$ cat src/rtl/fp16_align_stage_if.sv
// Handshake bundle for the FP16 alignment front end.
// slave is the stage's view; master is the driver/consumer view.
interface fp16_align_stage_if;
    logic        in_valid;
    logic        in_ready;
    logic [15:0] a;
    logic [15:0] b;
    logic        out_valid;
    logic        out_ready;
    logic [10:0] big_mant;
    logic [10:0] small_mant;
    logic [4:0]  shift_ctrl;
    logic [4:0]  exp_big;
    logic        sign_big;
    logic        sign_small;
    logic        swapped;
    logic        eff_sub;
    logic        any_nan;
    logic        any_inf;

    modport slave (
        input  in_valid, a, b, out_ready,
        output in_ready, out_valid,
        output big_mant, small_mant, shift_ctrl, exp_big,
        output sign_big, sign_small, swapped, eff_sub,
        output any_nan, any_inf
    );

    modport master (
        output in_valid, a, b, out_ready,
        input  in_ready, out_valid,
        input  big_mant, small_mant, shift_ctrl, exp_big,
        input  sign_big, sign_small, swapped, eff_sub,
        input  any_nan, any_inf
    );
endinterface

$ cat src/rtl/fp16_align_stage.sv
// FP16 add/sub operand alignment: unpack, order by magnitude,
// and produce a saturated shift control for the mantissa shifter.
module fp16_align_stage (
    input logic clk,
    input logic reset,
    fp16_align_stage_if.slave io
);
    typedef struct packed {
        logic        sa;
        logic        sb;
        logic [4:0]  ea;
        logic [4:0]  eb;
        logic [10:0] ma;
        logic [10:0] mb;
        logic        na;
        logic        nb;
        logic        ia;
        logic        ib;
    } unpk_t;

    typedef struct packed {
        logic [10:0] big_mant;
        logic [10:0] small_mant;
        logic [4:0]  shift_ctrl;
        logic [4:0]  exp_big;
        logic        sign_big;
        logic        sign_small;
        logic        swapped;
        logic        eff_sub;
        logic        any_nan;
        logic        any_inf;
    } algn_t;

    logic  s1_v, s2_v;
    logic  s1_adv, s2_adv;
    unpk_t s1_d, s1_q;
    algn_t s2_d, s2_q;

    assign s2_adv      = !s2_v || io.out_ready;
    assign s1_adv      = !s1_v || s2_adv;
    assign io.in_ready = s1_adv;

    logic [4:0] raw_ea, raw_eb;
    logic       hid_a, hid_b;

    assign raw_ea = io.a[14:10];
    assign raw_eb = io.b[14:10];
    assign hid_a  = |raw_ea;
    assign hid_b  = |raw_eb;

    // Subnormals share exponent 1 with the smallest normals.
    always_comb begin
        s1_d    = '0;
        s1_d.sa = io.a[15];
        s1_d.sb = io.b[15];
        s1_d.ea = hid_a ? raw_ea : 5'd1;
        s1_d.eb = hid_b ? raw_eb : 5'd1;
        s1_d.ma = {hid_a, io.a[9:0]};
        s1_d.mb = {hid_b, io.b[9:0]};
        s1_d.na = (&raw_ea) && (|io.a[9:0]);
        s1_d.nb = (&raw_eb) && (|io.b[9:0]);
        s1_d.ia = (&raw_ea) && !(|io.a[9:0]);
        s1_d.ib = (&raw_eb) && !(|io.b[9:0]);
    end

    logic       b_gt;
    logic [4:0] e_small;
    logic [4:0] diff;

    assign b_gt = {s1_q.eb, s1_q.mb} > {s1_q.ea, s1_q.ma};

    always_comb begin
        s2_d            = '0;
        s2_d.swapped    = b_gt;
        s2_d.big_mant   = b_gt ? s1_q.mb : s1_q.ma;
        s2_d.small_mant = b_gt ? s1_q.ma : s1_q.mb;
        s2_d.exp_big    = b_gt ? s1_q.eb : s1_q.ea;
        s2_d.sign_big   = b_gt ? s1_q.sb : s1_q.sa;
        s2_d.sign_small = b_gt ? s1_q.sa : s1_q.sb;
        s2_d.eff_sub    = s1_q.sa ^ s1_q.sb;
        s2_d.any_nan    = s1_q.na | s1_q.nb;
        s2_d.any_inf    = s1_q.ia | s1_q.ib;
        e_small         = b_gt ? s1_q.ea : s1_q.eb;
        diff            = s2_d.exp_big - e_small;
        // 16 is the canonical full-clear code for the shifter.
        s2_d.shift_ctrl = diff[4] ? 5'd16 : diff;
    end

    always_ff @(posedge clk or posedge reset) begin
        if (reset) begin
            s1_v <= 1'b0;
            s1_q <= '0;
        end else if (s1_adv) begin
            s1_v <= io.in_valid;
            if (io.in_valid)
                s1_q <= s1_d;
        end
    end

    always_ff @(posedge clk or posedge reset) begin
        if (reset) begin
            s2_v <= 1'b0;
            s2_q <= '0;
        end else if (s2_adv) begin
            s2_v <= s1_v;
            if (s1_v)
                s2_q <= s2_d;
        end
    end

    assign io.out_valid  = s2_v;
    assign io.big_mant   = s2_q.big_mant;
    assign io.small_mant = s2_q.small_mant;
    assign io.shift_ctrl = s2_q.shift_ctrl;
    assign io.exp_big    = s2_q.exp_big;
    assign io.sign_big   = s2_q.sign_big;
    assign io.sign_small = s2_q.sign_small;
    assign io.swapped    = s2_q.swapped;
    assign io.eff_sub    = s2_q.eff_sub;
    assign io.any_nan    = s2_q.any_nan;
    assign io.any_inf    = s2_q.any_inf;
endmodule

$ cat src/flat_wrapper.sv
// flat-port wrapper written by rule: the top's interface ports become plain ports
module fp16_align_stage_flat 
  (clk, reset, io_in_valid, io_a, io_b, io_out_ready, io_in_ready, io_out_valid, io_big_mant, io_small_mant, io_shift_ctrl, io_exp_big, io_sign_big, io_sign_small, io_swapped, io_eff_sub, io_any_nan, io_any_inf);
  fp16_align_stage_if io_i ();
  input logic clk;
  input logic reset;
  input wire logic [$bits(io_i.in_valid)-1:0] io_in_valid;
  input wire logic [$bits(io_i.a)-1:0] io_a;
  input wire logic [$bits(io_i.b)-1:0] io_b;
  input wire logic [$bits(io_i.out_ready)-1:0] io_out_ready;
  output wire logic [$bits(io_i.in_ready)-1:0] io_in_ready;
  output wire logic [$bits(io_i.out_valid)-1:0] io_out_valid;
  output wire logic [$bits(io_i.big_mant)-1:0] io_big_mant;
  output wire logic [$bits(io_i.small_mant)-1:0] io_small_mant;
  output wire logic [$bits(io_i.shift_ctrl)-1:0] io_shift_ctrl;
  output wire logic [$bits(io_i.exp_big)-1:0] io_exp_big;
  output wire logic [$bits(io_i.sign_big)-1:0] io_sign_big;
  output wire logic [$bits(io_i.sign_small)-1:0] io_sign_small;
  output wire logic [$bits(io_i.swapped)-1:0] io_swapped;
  output wire logic [$bits(io_i.eff_sub)-1:0] io_eff_sub;
  output wire logic [$bits(io_i.any_nan)-1:0] io_any_nan;
  output wire logic [$bits(io_i.any_inf)-1:0] io_any_inf;
  assign io_i.in_valid = io_in_valid;
  assign io_i.a = io_a;
  assign io_i.b = io_b;
  assign io_i.out_ready = io_out_ready;
  assign io_in_ready = io_i.in_ready;
  assign io_out_valid = io_i.out_valid;
  assign io_big_mant = io_i.big_mant;
  assign io_small_mant = io_i.small_mant;
  assign io_shift_ctrl = io_i.shift_ctrl;
  assign io_exp_big = io_i.exp_big;
  assign io_sign_big = io_i.sign_big;
  assign io_sign_small = io_i.sign_small;
  assign io_swapped = io_i.swapped;
  assign io_eff_sub = io_i.eff_sub;
  assign io_any_nan = io_i.any_nan;
  assign io_any_inf = io_i.any_inf;
  fp16_align_stage u_core (.clk(clk), .reset(reset), .io(io_i));
endmodule
$ cat config.mk
export PLATFORM = sky130hd
export DESIGN_NAME = fp16_align_stage_flat
export DESIGN_NICKNAME = d
export VERILOG_FILES = /design/src/rtl/fp16_align_stage_if.sv /design/src/rtl/fp16_align_stage.sv /design/src/flat_wrapper.sv
export SDC_FILE = /design/constraint.sdc
export NUM_CORES = 1
export LEC_CHECK = 0
export CAP_MARGIN = 20
export CELL_PAD_IN_SITES_DETAIL_PLACEMENT = 0
export CELL_PAD_IN_SITES_GLOBAL_PLACEMENT = 1
export CORE_MARGIN = 3
export CORE_UTILIZATION = 40
export DETAILED_ROUTE_END_ITERATION = 10
export PLACE_DENSITY = 0.78
export SLEW_MARGIN = 20
export SYNTH_ARGS = -nofsm -noshare
export SYNTH_HDL_FRONTEND = slang
export SYNTH_SLANG_ARGS = --single-unit
export TNS_END_PERCENT = 5
$ cat constraint.sdc
create_clock -name clk -period 8 [get_ports clk]
set_input_delay 1.6 -clock clk [delete_from_list [all_inputs] [get_ports clk]]
set_output_delay 1.6 -clock clk [all_outputs]
set_load 0.05 [all_outputs]
; ---- Yosys cells after proc, flatten, opt, wreduce, memory -nomap -nowiden
; Index checks and enable logic that the tools add are counted.
[totals]
reg_bits = 78
latch_bits = 0
mem_bits_rw = 0
rom_bits = 0
inputBits = 36
output_inout_bits = 40
word_cells = 54
memories = 0
[classes]
n_addsub = 1
multipliers = 0
div = 0
n_lt_le_gt_ge = 1
n_eq_ne = 0
shift = 0
muxes = 9
bitwise_logic = 3
reduce_logical = 18
[op_table]
columns = operator, count
row1 = two-way mux 5 bit, 5
row2 = two-way mux 11 bit, 2
row3 = OR reduction 10 bit, 2
row4 = > comparator 16 bit, 1
row5 = AND reduction 5 bit, 2
row6 = OR reduction 5 bit, 2
row7 = subtractor 5 bit, 1
row8 = logical AND 1 bit, 4
row9 = logical NOT 1 bit, 4
row10 = AND reduction 2 bit, 2
row11 = logical OR 1 bit, 2
row12 = two-way mux 1 bit, 2
row13 = bitwise OR 1 bit, 2
row14 = bitwise XOR 1 bit, 1

; ---- Depth between registers and ports, before layout
; Gate-level depths: netlist of run 1.
[depth]
depth_word = 4
ltp_mapped = 12
ltp_nobuf = 12

; ---- Worst setup path before layout of run 1
; No wires, ideal clock.
[synth_path]
path_kind = input-to-output
start = input port io_out_ready
end = output port io_in_ready
arrival_time_ps = 2099
required_time_ps = 6400
slack_ps = 4301
stages = 1
n_path_buf = 0
cell_sequence = nand3b_1
[synth_between]
elab_chain_cells = 2
[synth_rtl]
columns = element, line
row1 = from (decl), flat_wrapper.sv:10  ; input wire logic [$bits(io_i.out_ready)-1:0] io_out_ready;
row2 = logical OR 1 bit, fp16_align_stage.sv:39  ; assign s2_adv = !s2_v || io.out_ready;
row3 = logical OR 1 bit, fp16_align_stage.sv:40  ; assign s1_adv = !s1_v || s2_adv;
row4 = to (decl), flat_wrapper.sv:11  ; output wire logic [$bits(io_i.in_ready)-1:0] io_in_ready;
; Every way passes these cells.

; ---- Worst setup path after layout of run 1
; Ends and elaborated chain as after synthesis.

==> impl_results.md, run 1 <==
- Clk sink count: slightly below 80
- Slew Limit Headroom: between 40% and 50%
- Met2 Resource Use GR: around a quarter
- First-pass GRT wire length: 15000 µm
- Vias in the first global route: 3118
- Core footprint: 0.00928 mm²
- Flop2flop setup slack: 4490 ps
- Pins Over Slew Limit: 0
- Gr busiest metal: met2
- Reg area: 0.00195 mm²
- P_leak: 2.24 nW
- GR Overflow Total: 0
- Clk buf depth: 2
- Hold EP: u_core.s1_q[1]$_DFFE_PP0P_
- Die Ht: 104 µm
- Vias: slightly above 3000
- Worst path required time: between 6000 and 7000 ps
- FF-to-FF path depth: 10
- Clk Latency, worst-skew pair: roughly 350 ps
- Worst Skew: 13.1 ps
- ANT nets after route: 0
- Initial antenna violation count: 0
- Total GRT Usage: 16.9%
- Fin util: ~53%
- Die extent in x: 104 µm
- Post-synth cell types: 39
- Number of flops mapped to enable cells by yosys: 0
- Setup TNS: 0 ps
- Async S/R FF share, synth: 100%
- Layout cells sized above 1: 5.43%
- Total wire length: 8710 µm
- Fill count: 906
- Multi-input gate area: 0.00174 mm²
- Die footprint: 0.0108 mm²
- Ys Warns: 0
- Critical Path Source Type: primary input
- Post-CTS resize count: 0
- Initial core utilization: 41.5%
- Placed Cells: 610
- # rows: 35
- Worst Hold Path Cells: 2
- Critical Path AT: 3060 ps
- TritonCTS clock tree: done
- Final hold vios: 0
- Crit path max fanout: 4
- R2r startpoint: u_core.s1_q[28]$_DFFE_PP0P_
- Htree depth: 3
- CTS clock-pin slew for the worst setup and hold paths: 80 ps
- Post-DP HPWL: 6080 µm
- Crit path kind: primary input to output pin
- Via density: approximately 5.0
- Min-Delay Path Class: flop to flop
- Reg2Reg Capture Point: u_core.io.shift_ctrl[3]$_DFFE_PP0P_
- FF+latch count, synth: 78
- Number of max-cap violations: 0
- Nets: 545
- Syn_area_per_cell: 9.10 µm²
- Largest net degree at the start of global routing: 79
- Grt met1 use: a little under a quarter
- Fmax: 215 MHz
- Hold_buf cts: 0
- # diodes: 0
- Tmin final: 4660 ps
- Area contributors post-synth: dfrtp_1 51%, nand2_1 10%, o21ai_0 7.3%
- Initial DRC count: 114
- Met3 GRT Util: 2.92%
- DRC Markers: 0
- Routability Congestion: 0.741
- Least-Margin Pin Slew: 835 ps
- WL per Instance: 13.9 µm
- Synth top area share: between 50% and 60%
- Yosys top cell by area: dfrtp_1
- Cell Pwr Density: 308 mW/mm²
- Boundary Pins: 76
- Cell Area, Synth: around 0.0039 mm²
- Hold_sp: u_core.s1_q[1]$_DFFE_PP0P_
- Maximum vdd drop: approximately 120 µV
- RSZ-0062 raised after global routing: no
- Layout area overhead: 28.1%
- Register area share after synthesis: 50.7%
- CTS buffer count: 9
- Port buffer count: 75
- Post-CTS setup buffers: 0
- TritonRoute pass-1 iters: 4
- Clk root buf: clkbuf_8
- Synth Instances: 423
- Ys flop type: dfrtp_1
- Crit end category: output pin
- Final Setup Violations: 0
- Syn Nets: 476
- Hold slack: 485 ps
- Status: completed
- Fin crit share: 58.2%
- Post-Layout Cell Count: 626
-- flip-flops by register name, summed over array words and instances (netlist names) --
signal / count
u_core.io.swapped: 1
u_core.io.any_nan: 1
u_core.io.shift_ctrl: 5
u_core.io.sign_small: 1
u_core.io.any_inf: 1
u_core.io.exp_big: 5
u_core.io.eff_sub: 1
u_core.io.small_mant: 11
u_core.io.out_valid: 1
u_core.s1_v: 1
u_core.s1_q: 38
u_core.io.big_mant: 11
u_core.io.sign_big: 1
-- critical path, stage by stage --
cell and delay [ps]:
clkdlybuf4s50_1 470, nand3b_1 160, clkdlybuf4s50_1 830
-- cell usage after synthesis (3+ instances only) --
library cell / instances
dfrtp_1: 78
nand4_1: 3
o21ai_0: 56
nor2_1: 28
a21o_1: 3
nor4_1: 4
nor2b_1: 3
buf_2: 3
mux2i_1: 18
and2_1: 4
a22o_1: 4
a21oi_1: 23
xnor2_1: 3
ha_1: 17
nand2_1: 107
inv_1: 21
clkbuf_1: 13
nand2b_1: 6
-- metrics by stage --
stage / area, µm² / power [mW] / setup slack, ps
final: 4930 / 1.52 / 3340
after global routing: 4930 / 1.61 / 3270
after CTS: 4920 / 1.54 / 3330
after detailed placement: 4700 / 1.20 / 3340
after global placement: 4700 / 1.19 / 3370
after floorplan: 3850 / 0.993 / 4300
-- worst max-delay path by stage --
stage / startpoint / to / cells past startpoint
after floorplan: io_out_ready / io_in_ready / 1
after global placement: io_out_ready / io_in_ready / 3
after detailed placement: io_out_ready / io_in_ready / 3
after CTS: io_out_ready / io_in_ready / 3
after global routing: io_out_ready / io_in_ready / 3
final: io_out_ready / io_in_ready / 3
-- power by group --
part,internal (mW),switching (mW)
sequential,0.479,0.0521
combinational,0.232,0.423
clock,0.185,0.149
total,0.896,0.624
-- area by class of cell --
| class | count | share of cell area [%] |
|---|---|---|
| flip-flops and latches | 78 | 39.6 |
| multi-input cells | 304 | 35.3 |
| repair buffers | 78 | 15.7 |
| well taps | 129 | 3.27 |
| clock buffers | 11 | 2.87 |
| clock inverters | 5 | 1.65 |
| inverters | 21 | 1.60 |
-- kinds of logic after synthesis --
logic type / after synthesis / share of synthesized area, %
adders and majority gates: 17 / 5.52
DFF: 78 / 50.7
and+or+nand+nor: 168 / 18.8
xor gates and xnor gates: 3 / 0.682
buffers and inverters: 41 / 4.29
muxes: 19 / 4.97
AOI/OAI and AO/OA: 97 / 15.0
-- per-layer routing --
metal | wire (µm) | vias up
li1 | - | 1567
met4 | 144 | 0
met2 | 3980 | 65
met1 | 4220 | 1460
met5 | 0 | -
met3 | 355 | 10
-- layout by cell type (no fill, tap or decap), drive strengths merged, types with 4 or more instances in the layout --
cell type and instances:
a21oi 23, a22o 4, and2 4, clkbuf 11, clkdlybuf4s50 75, dfrtp 78
ha 17, inv 22, mux2i 18, nand2 107, nand2b 6, nand4 4
nor2 28, nor4 5, o21ai 57
(Power assumes the default switching activity.)
==> run 2: changes to the inputs <==
--- a/config.mk
+++ b/config.mk
@@ -9,9 +9,9 @@
 export CELL_PAD_IN_SITES_DETAIL_PLACEMENT = 0
 export CELL_PAD_IN_SITES_GLOBAL_PLACEMENT = 1
 export CORE_MARGIN = 3
-export CORE_UTILIZATION = 40
+export CORE_UTILIZATION = 39
 export DETAILED_ROUTE_END_ITERATION = 10
-export PLACE_DENSITY = 0.78
+export PLACE_DENSITY = 0.76
 export SLEW_MARGIN = 20
 export SYNTH_ARGS = -nofsm -noshare
 export SYNTH_HDL_FRONTEND = slang
==> constraint.sdc (replaced) <==
create_clock -name clk -period 4.8 [get_ports clk]
set_input_delay 0.96 -clock clk [delete_from_list [all_inputs] [get_ports clk]]
set_output_delay 0.96 -clock clk [all_outputs]
set_load 0.05 [all_outputs]
==> impl_results.md, run 2 (same netlist as run 1, synthesis figures left out) <==
- CTS clock-pin slew for the worst setup and hold paths: 80 ps
- Reg2Reg Capture Point: u_core.io.shift_ctrl[3]$_DFFE_PP0P_
- Crit path kind: flop to flop
- Maximum vdd drop: 230 µV
- Pins Over Slew Limit: 0
- Critical Path AT: 3780 ps
- Boundary Pins: 76
- Die extent in x: 105 µm
- Layout cells sized above 1: 5.63%
- Htree depth: 3
- Via density: 4.98
- Slew Limit Headroom: 37.4%
- CP Buf/Inv Count: 1
- Max FFs per register: 38
- CP Depth: 10
- Core footprint: 0.00942 mm²
- WL per Instance: 14.3 µm
- Reg area: roughly 0.0020 mm²
- FF-to-FF path depth: 10
- RSZ-0062 raised after global routing: no
- CP max-delay cell: buf_4
- P_leak: 2.23 nW
- Cell Pwr Density: 497 mW/mm²
- Layout area overhead: 26.9%
- Fill count: 912
- Crit end category: flop
- Final hold vios: 0
- ANT nets after route: 0
- Crit path top cell by count: a32oi_1
- Placed Cells: 611
- Clk Latency, worst-skew pair: 350 ps
- Clk root buf: clkbuf_8
- Initial antenna violation count: 0
- Total GRT Usage: 16.8%
- TritonRoute pass-1 iters: 6
- Hold slack: 478 ps
- Worst Skew: 9.62 ps
- Fin crit share: 72.8%
- CP Cell Sequence: ha_1, nand4_2, nor4_2, o21ai_1, a31oi_4, buf_4, a32oi_1, a32oi_1, mux2i_1, a22o_1
- Initial core utilization: 40.9%
- Number of max-cap violations: 0
- Least-Margin Pin Slew: 939 ps
- Final Setup Violations: 0
- Post-CTS setup buffers: 0
- CP Capture Point: u_core.io.shift_ctrl[3]$_DFFE_PP0P_
- Multi-input gate area: 0.00174 mm²
- Post-CTS resize count: 0
- Hold_buf cts: 0
- Slowest stage delay, CP: 540 ps
- Post-Layout Cell Count: 626
- Largest net degree at the start of global routing: 69
- # diodes: 0
- Routability Congestion: between 0.7 and 0.8
- DRC Markers: 0
- Post-DP HPWL: around 6500 µm
- Crit path max fanout: between 50 and 60
- CTS buffer count: 9
- Most frequent cells in the layout: 106 x nand2_1, 78 x dfrtp_1, 75 x clkdlybuf4s50_1
- TritonCTS clock tree: done
- Nets: 546
- Vias in the first global route: 3009
- CP delay by family, top: compound AO/OA/AOI/OAI gates
- Die Ht: 105 µm
- Clk buf depth: 2
- Flop2flop setup slack: roughly 1300 ps
- Clk sink count: 78
- Reg with most FFs: u_core.s1_q
- Min-Delay Path Class: flop to flop
- Port buffer count: 75
- Fmax: 286 MHz
- GR Overflow Total: 0
- Worst Hold Path Cells: 2
- Setup TNS: 0 ps
- # rows: 35
- Die footprint: 0.0111 mm²
- Post-route cell area: 0.00489 mm²
- Commonest non-fill, non-tap cell in the layout: nand2_1
- Initial DRC count: 107
- Tmin final: 3490 ps
- Total wire length: 8960 µm
- Vias: 3115
- Worst path required time: between 5000 and 6000 ps
- Crit path from: u_core.s1_q[28]$_DFFE_PP0P_
- Critical Path Source Type: flop
- First-pass GRT wire length: 15100 µm
- Status: completed
- Placed Area: around 0.0047 mm²
- R2r startpoint: u_core.s1_q[28]$_DFFE_PP0P_
run 2: cell count changes in the layout (fill, tap and decap cells not counted), sizes merged:
cell    change
bufinv      -2
inv         -1
clkinv      +2
buf         +1
run 2: area by class of cell:
type | instances | area share, %
Clock buffer | 11 | 3.10
Tap cell | 129 | 3.30
Multi-Input combinational cell | 304 | 35.6
Inverter | 21 | 1.61
Timing Repair Buffer | 79 | 16.0
Sequential cell | 78 | 39.9
Clock inverter | 4 | 0.461
run 2: power by group:
part	internal (mW)	switching, mW	total, mW	leakage [nW]
clock network	0.211	0.237	0.448	0.0910
registers	0.799	0.0886	0.887	0.969
logic	0.387	0.706	1.09	1.17
total	1.40	1.03	2.43	2.23
run 2: worst min path at each step:
| stage | from | to | slack, ps |
|---|---|---|---|
| after CTS | u_core.s1_q[2]$_DFFE_PP0P_ | u_core.s1_q[2]$_DFFE_PP0P_ | 480 |
| after detailed placement | u_core.s1_q[2]$_DFFE_PP0P_ | u_core.s1_q[2]$_DFFE_PP0P_ | 470 |
| after global routing | u_core.io.small_mant[7]$_DFFE_PP0P_ | u_core.io.small_mant[7]$_DFFE_PP0P_ | 510 |
| final | u_core.io.small_mant[4]$_DFFE_PP0P_ | u_core.io.small_mant[4]$_DFFE_PP0P_ | 480 |
| after floorplan | u_core.s1_q[2]$_DFFE_PP0P_ | u_core.s1_q[2]$_DFFE_PP0P_ | 450 |
| after global placement | u_core.io.big_mant[6]$_DFFE_PP0P_ | u_core.io.big_mant[6]$_DFFE_PP0P_ | 460 |
run 2: stage by stage:
step | util, % | worst slack [ps] | power, mW
finish | 51.9 | 1310 | 2.43
global route | 51.9 | 991 | 2.58
detailed placement | 50.0 | 1390 | 2.01
floorplan | - | 1770 | 1.65
global placement | 50.0 | 1450 | 1.99
CTS | 51.9 | 1280 | 2.46
run 2: worst register-to-register path, stage by stage, from the launching register on:
cell,delay (ps)
dfrtp_1,420
ha_1,430
nand4_2,200
nor4_2,360
o21ai_1,200
a31oi_4,220
buf_4,540
a32oi_1,220
a32oi_1,260
mux2i_1,400
a22o_1,190
run 2: per-layer routing:
metal / wire, µm / global-route usage, % / vias up
met1: 4430 / 24.0 / 1471
met5: 0 / 0 / -
met4: 162 / 5.90 / 0
li1: - / - / 1560
met3: 390 / 3.37 / 13
met2: 3980 / 25.2 / 71
==> run 3: changes to the inputs <==
--- a/config.mk
+++ b/config.mk
@@ -9,9 +9,9 @@
 export CELL_PAD_IN_SITES_DETAIL_PLACEMENT = 0
 export CELL_PAD_IN_SITES_GLOBAL_PLACEMENT = 1
 export CORE_MARGIN = 3
-export CORE_UTILIZATION = 39
+export CORE_UTILIZATION = 35
 export DETAILED_ROUTE_END_ITERATION = 10
-export PLACE_DENSITY = 0.76
+export PLACE_DENSITY = 0.72
 export SLEW_MARGIN = 20
 export SYNTH_ARGS = -nofsm -noshare
 export SYNTH_HDL_FRONTEND = slang
==> constraint.sdc (replaced) <==
create_clock -name clk -period 2.8 [get_ports clk]
set_input_delay 0.56 -clock clk [delete_from_list [all_inputs] [get_ports clk]]
set_output_delay 0.56 -clock clk [all_outputs]
set_load 0.05 [all_outputs]
==> impl_results.md, run 3 (same netlist as run 1, synthesis figures left out) <==
- Most frequent cells in the layout: 104 x nand2_1, 78 x dfrtp_1, 74 x clkdlybuf4s50_1
- DRC Markers: 0
- Maximum vdd drop: 348 µV
- Vias: 3202
- Status: completed
- Routability Congestion: 0.850
- Initial DRC count: roughly 120
- Reg with most FFs: u_core.s1_q
- Via density: 4.82
- Htree depth: 3
- Vias in the first global route: 3196
- Total GRT Usage: 16.0%
- ANT nets after route: 0
- Least-Margin Pin Slew: 529 ps
- WL per Instance: 14.4 µm
- CTS buffer count: 9
- Fin crit share: 99.9%
- Commonest non-fill, non-tap cell in the layout: nand2_1
- First-pass GRT wire length: 16000 µm
- CP Cell Sequence: ha_4, nand4_1, nor4_4, o21ai_2, a31oi_4, a2bb2oi_2, ha_2, a32oi_2, a32oi_2, mux2i_1, buf_4, a22o_1
- Cell Pwr Density: slightly above 800 mW/mm²
- Largest net degree at the start of global routing: 79
- # diodes: 0
- TritonCTS clock tree: done
- Fin util: between 50% and 60%
- Crit path top cell by count: a32oi_2
- CTS clock-pin slew for the worst setup and hold paths: 80 ps
- Die footprint: 0.0123 mm²
- Initial antenna violation count: 0
- Core footprint: 0.0105 mm²
- Overall power: approximately 4.4 mW
- Worst Skew: 14.4 ps
- Pins Over Slew Limit: 0
- Hold_buf cts: 0
- Slew Limit Headroom: 64.6%
- Fill count: around 1000
- Post-DP HPWL: 7180 µm
- Clk sink count: 78
- CP max-delay cell: dfrtp_1
- Min-Delay Path Class: flop to flop
- Total wire length: 9570 µm
- Number of max-cap violations: 0
- Max FFs per register: 38
- Clk buf depth: 2
- Slowest stage delay, CP: 420 ps
- Layout area overhead: 38.0%
- Critical Path Source Type: flop
- Tmin final: 2800 ps
- Clk root buf: clkbuf_8
- P_leak: 2.39 nW
- Fmax: 358 MHz
- Crit path max fanout: 5
- Port buffer count: 75
- Final hold vios: 0
- Layout cells sized above 1: 16.8%
- TritonRoute pass-1 iters: 4
- GR Overflow Total: 0
- Crit path kind: flop to flop
- Crit end category: flop
- RSZ-0062 raised after global routing: yes
- Die extent in x: roughly 110 µm
- CP Buf/Inv Count: 1
- Boundary Pins: 76
- Nets: about 580
- Critical Path AT: between 3000 and 4000 ps
- Worst path required time: 3040 ps
- # rows: 37
- Final Setup Violations: 0
- CP delay by family, top: compound AO/OA/AOI/OAI gates
- Initial core utilization: 36.6%
- Die Ht: around 110 µm
- Clk Latency, worst-skew pair: 350 ps
run 3: cell count changes in the layout (fill, tap and decap cells not counted), sizes merged:
cell	previous run	this run
buf	4	37
clkbuf	11	10
clkdlybuf4s50	75	74
clkinv	3	4
run 3: report_power, final:
group / internal, mW / switching [mW] / total [mW]
combinational: 0.825 / 1.31 / 2.13
clock: 0.311 / 0.402 / 0.713
sequential: 1.37 / 0.149 / 1.52
run 3: final timing paths:
| path | startpoint | end | slack (ps) | cells after the start |
|---|---|---|---|---|
| max in group asynchronous | reset | u_core.s1_q[27]$_DFFE_PP0P_ | 1830 | 3 |
| min | u_core.io.any_inf$_DFFE_PP0P_ | u_core.io.any_inf$_DFFE_PP0P_ | 480 | 2 |
| min in group asynchronous | reset | u_core.io.small_mant[1]$_DFFE_PP0P_ | 640 | 3 |
| max reg2reg | u_core.s1_q[11]$_DFFE_PP0P_ | u_core.io.shift_ctrl[2]$_DFFE_PP0P_ | 4 | 12 |
| min reg2reg | u_core.io.any_inf$_DFFE_PP0P_ | u_core.io.any_inf$_DFFE_PP0P_ | 480 | 2 |
| max | u_core.s1_q[11]$_DFFE_PP0P_ | u_core.io.shift_ctrl[2]$_DFFE_PP0P_ | 4 | 12 |
run 3: cell type report:
cell class | count | area (µm²) | area share [%]
Timing Repair Buffer | 111 | 1030 | 19.4
Sequential cell | 78 | 1950 | 36.7
Clock inverter | 5 | 27.5 | 0.518
Tap cell | 136 | 170 | 3.20
Clock buffer | 10 | 128 | 2.40
Multi-Input combinational cell | 304 | 1930 | 36.3
Inverter | 21 | 78.8 | 1.48
run 3: through the flow:
| step | std cells | setup slack (ps) | instance area, µm² | hold WS (ps) | TNS (ps) |
|---|---|---|---|---|---|
| global placement | 646 | 37.7 | 4990 | 461 | 0 |
| finish | 665 | 3.75 | 5320 | 480 | 0 |
| CTS | 665 | -10.2 | 5290 | 484 | -17.9 |
| global route | 665 | -139 | 5320 | 499 | -596 |
| floorplan | 423 | 32.1 | 3910 | 450 | 0 |
| detailed placement | 646 | -124 | 4990 | 468 | -502 |
run 3: metal layers:
layer,GRT usage [%],share of wire [%],wire length (µm)
met1,22.5,49,4710
met2,25.1,46,4390
met3,3.11,3.8,362
met4,4.43,1.0,98
met5,0,0,0
run 3: worst min-delay path, delay by kind of cell (launching register included):
kind               cells  cell delay [ps]
AOI/OAI and AO/OA      1               60
DFF                    1              340
and+or+nand+nor        1               50
run 3: timing repair:
item	in CTS	in global routing
endpoints found under the hold margin	0	0
gates cloned	0	0
buffers inserted	4	0
endpoints found under the setup margin	5	5
pin swaps	12	12
gates resized for setup	25	3
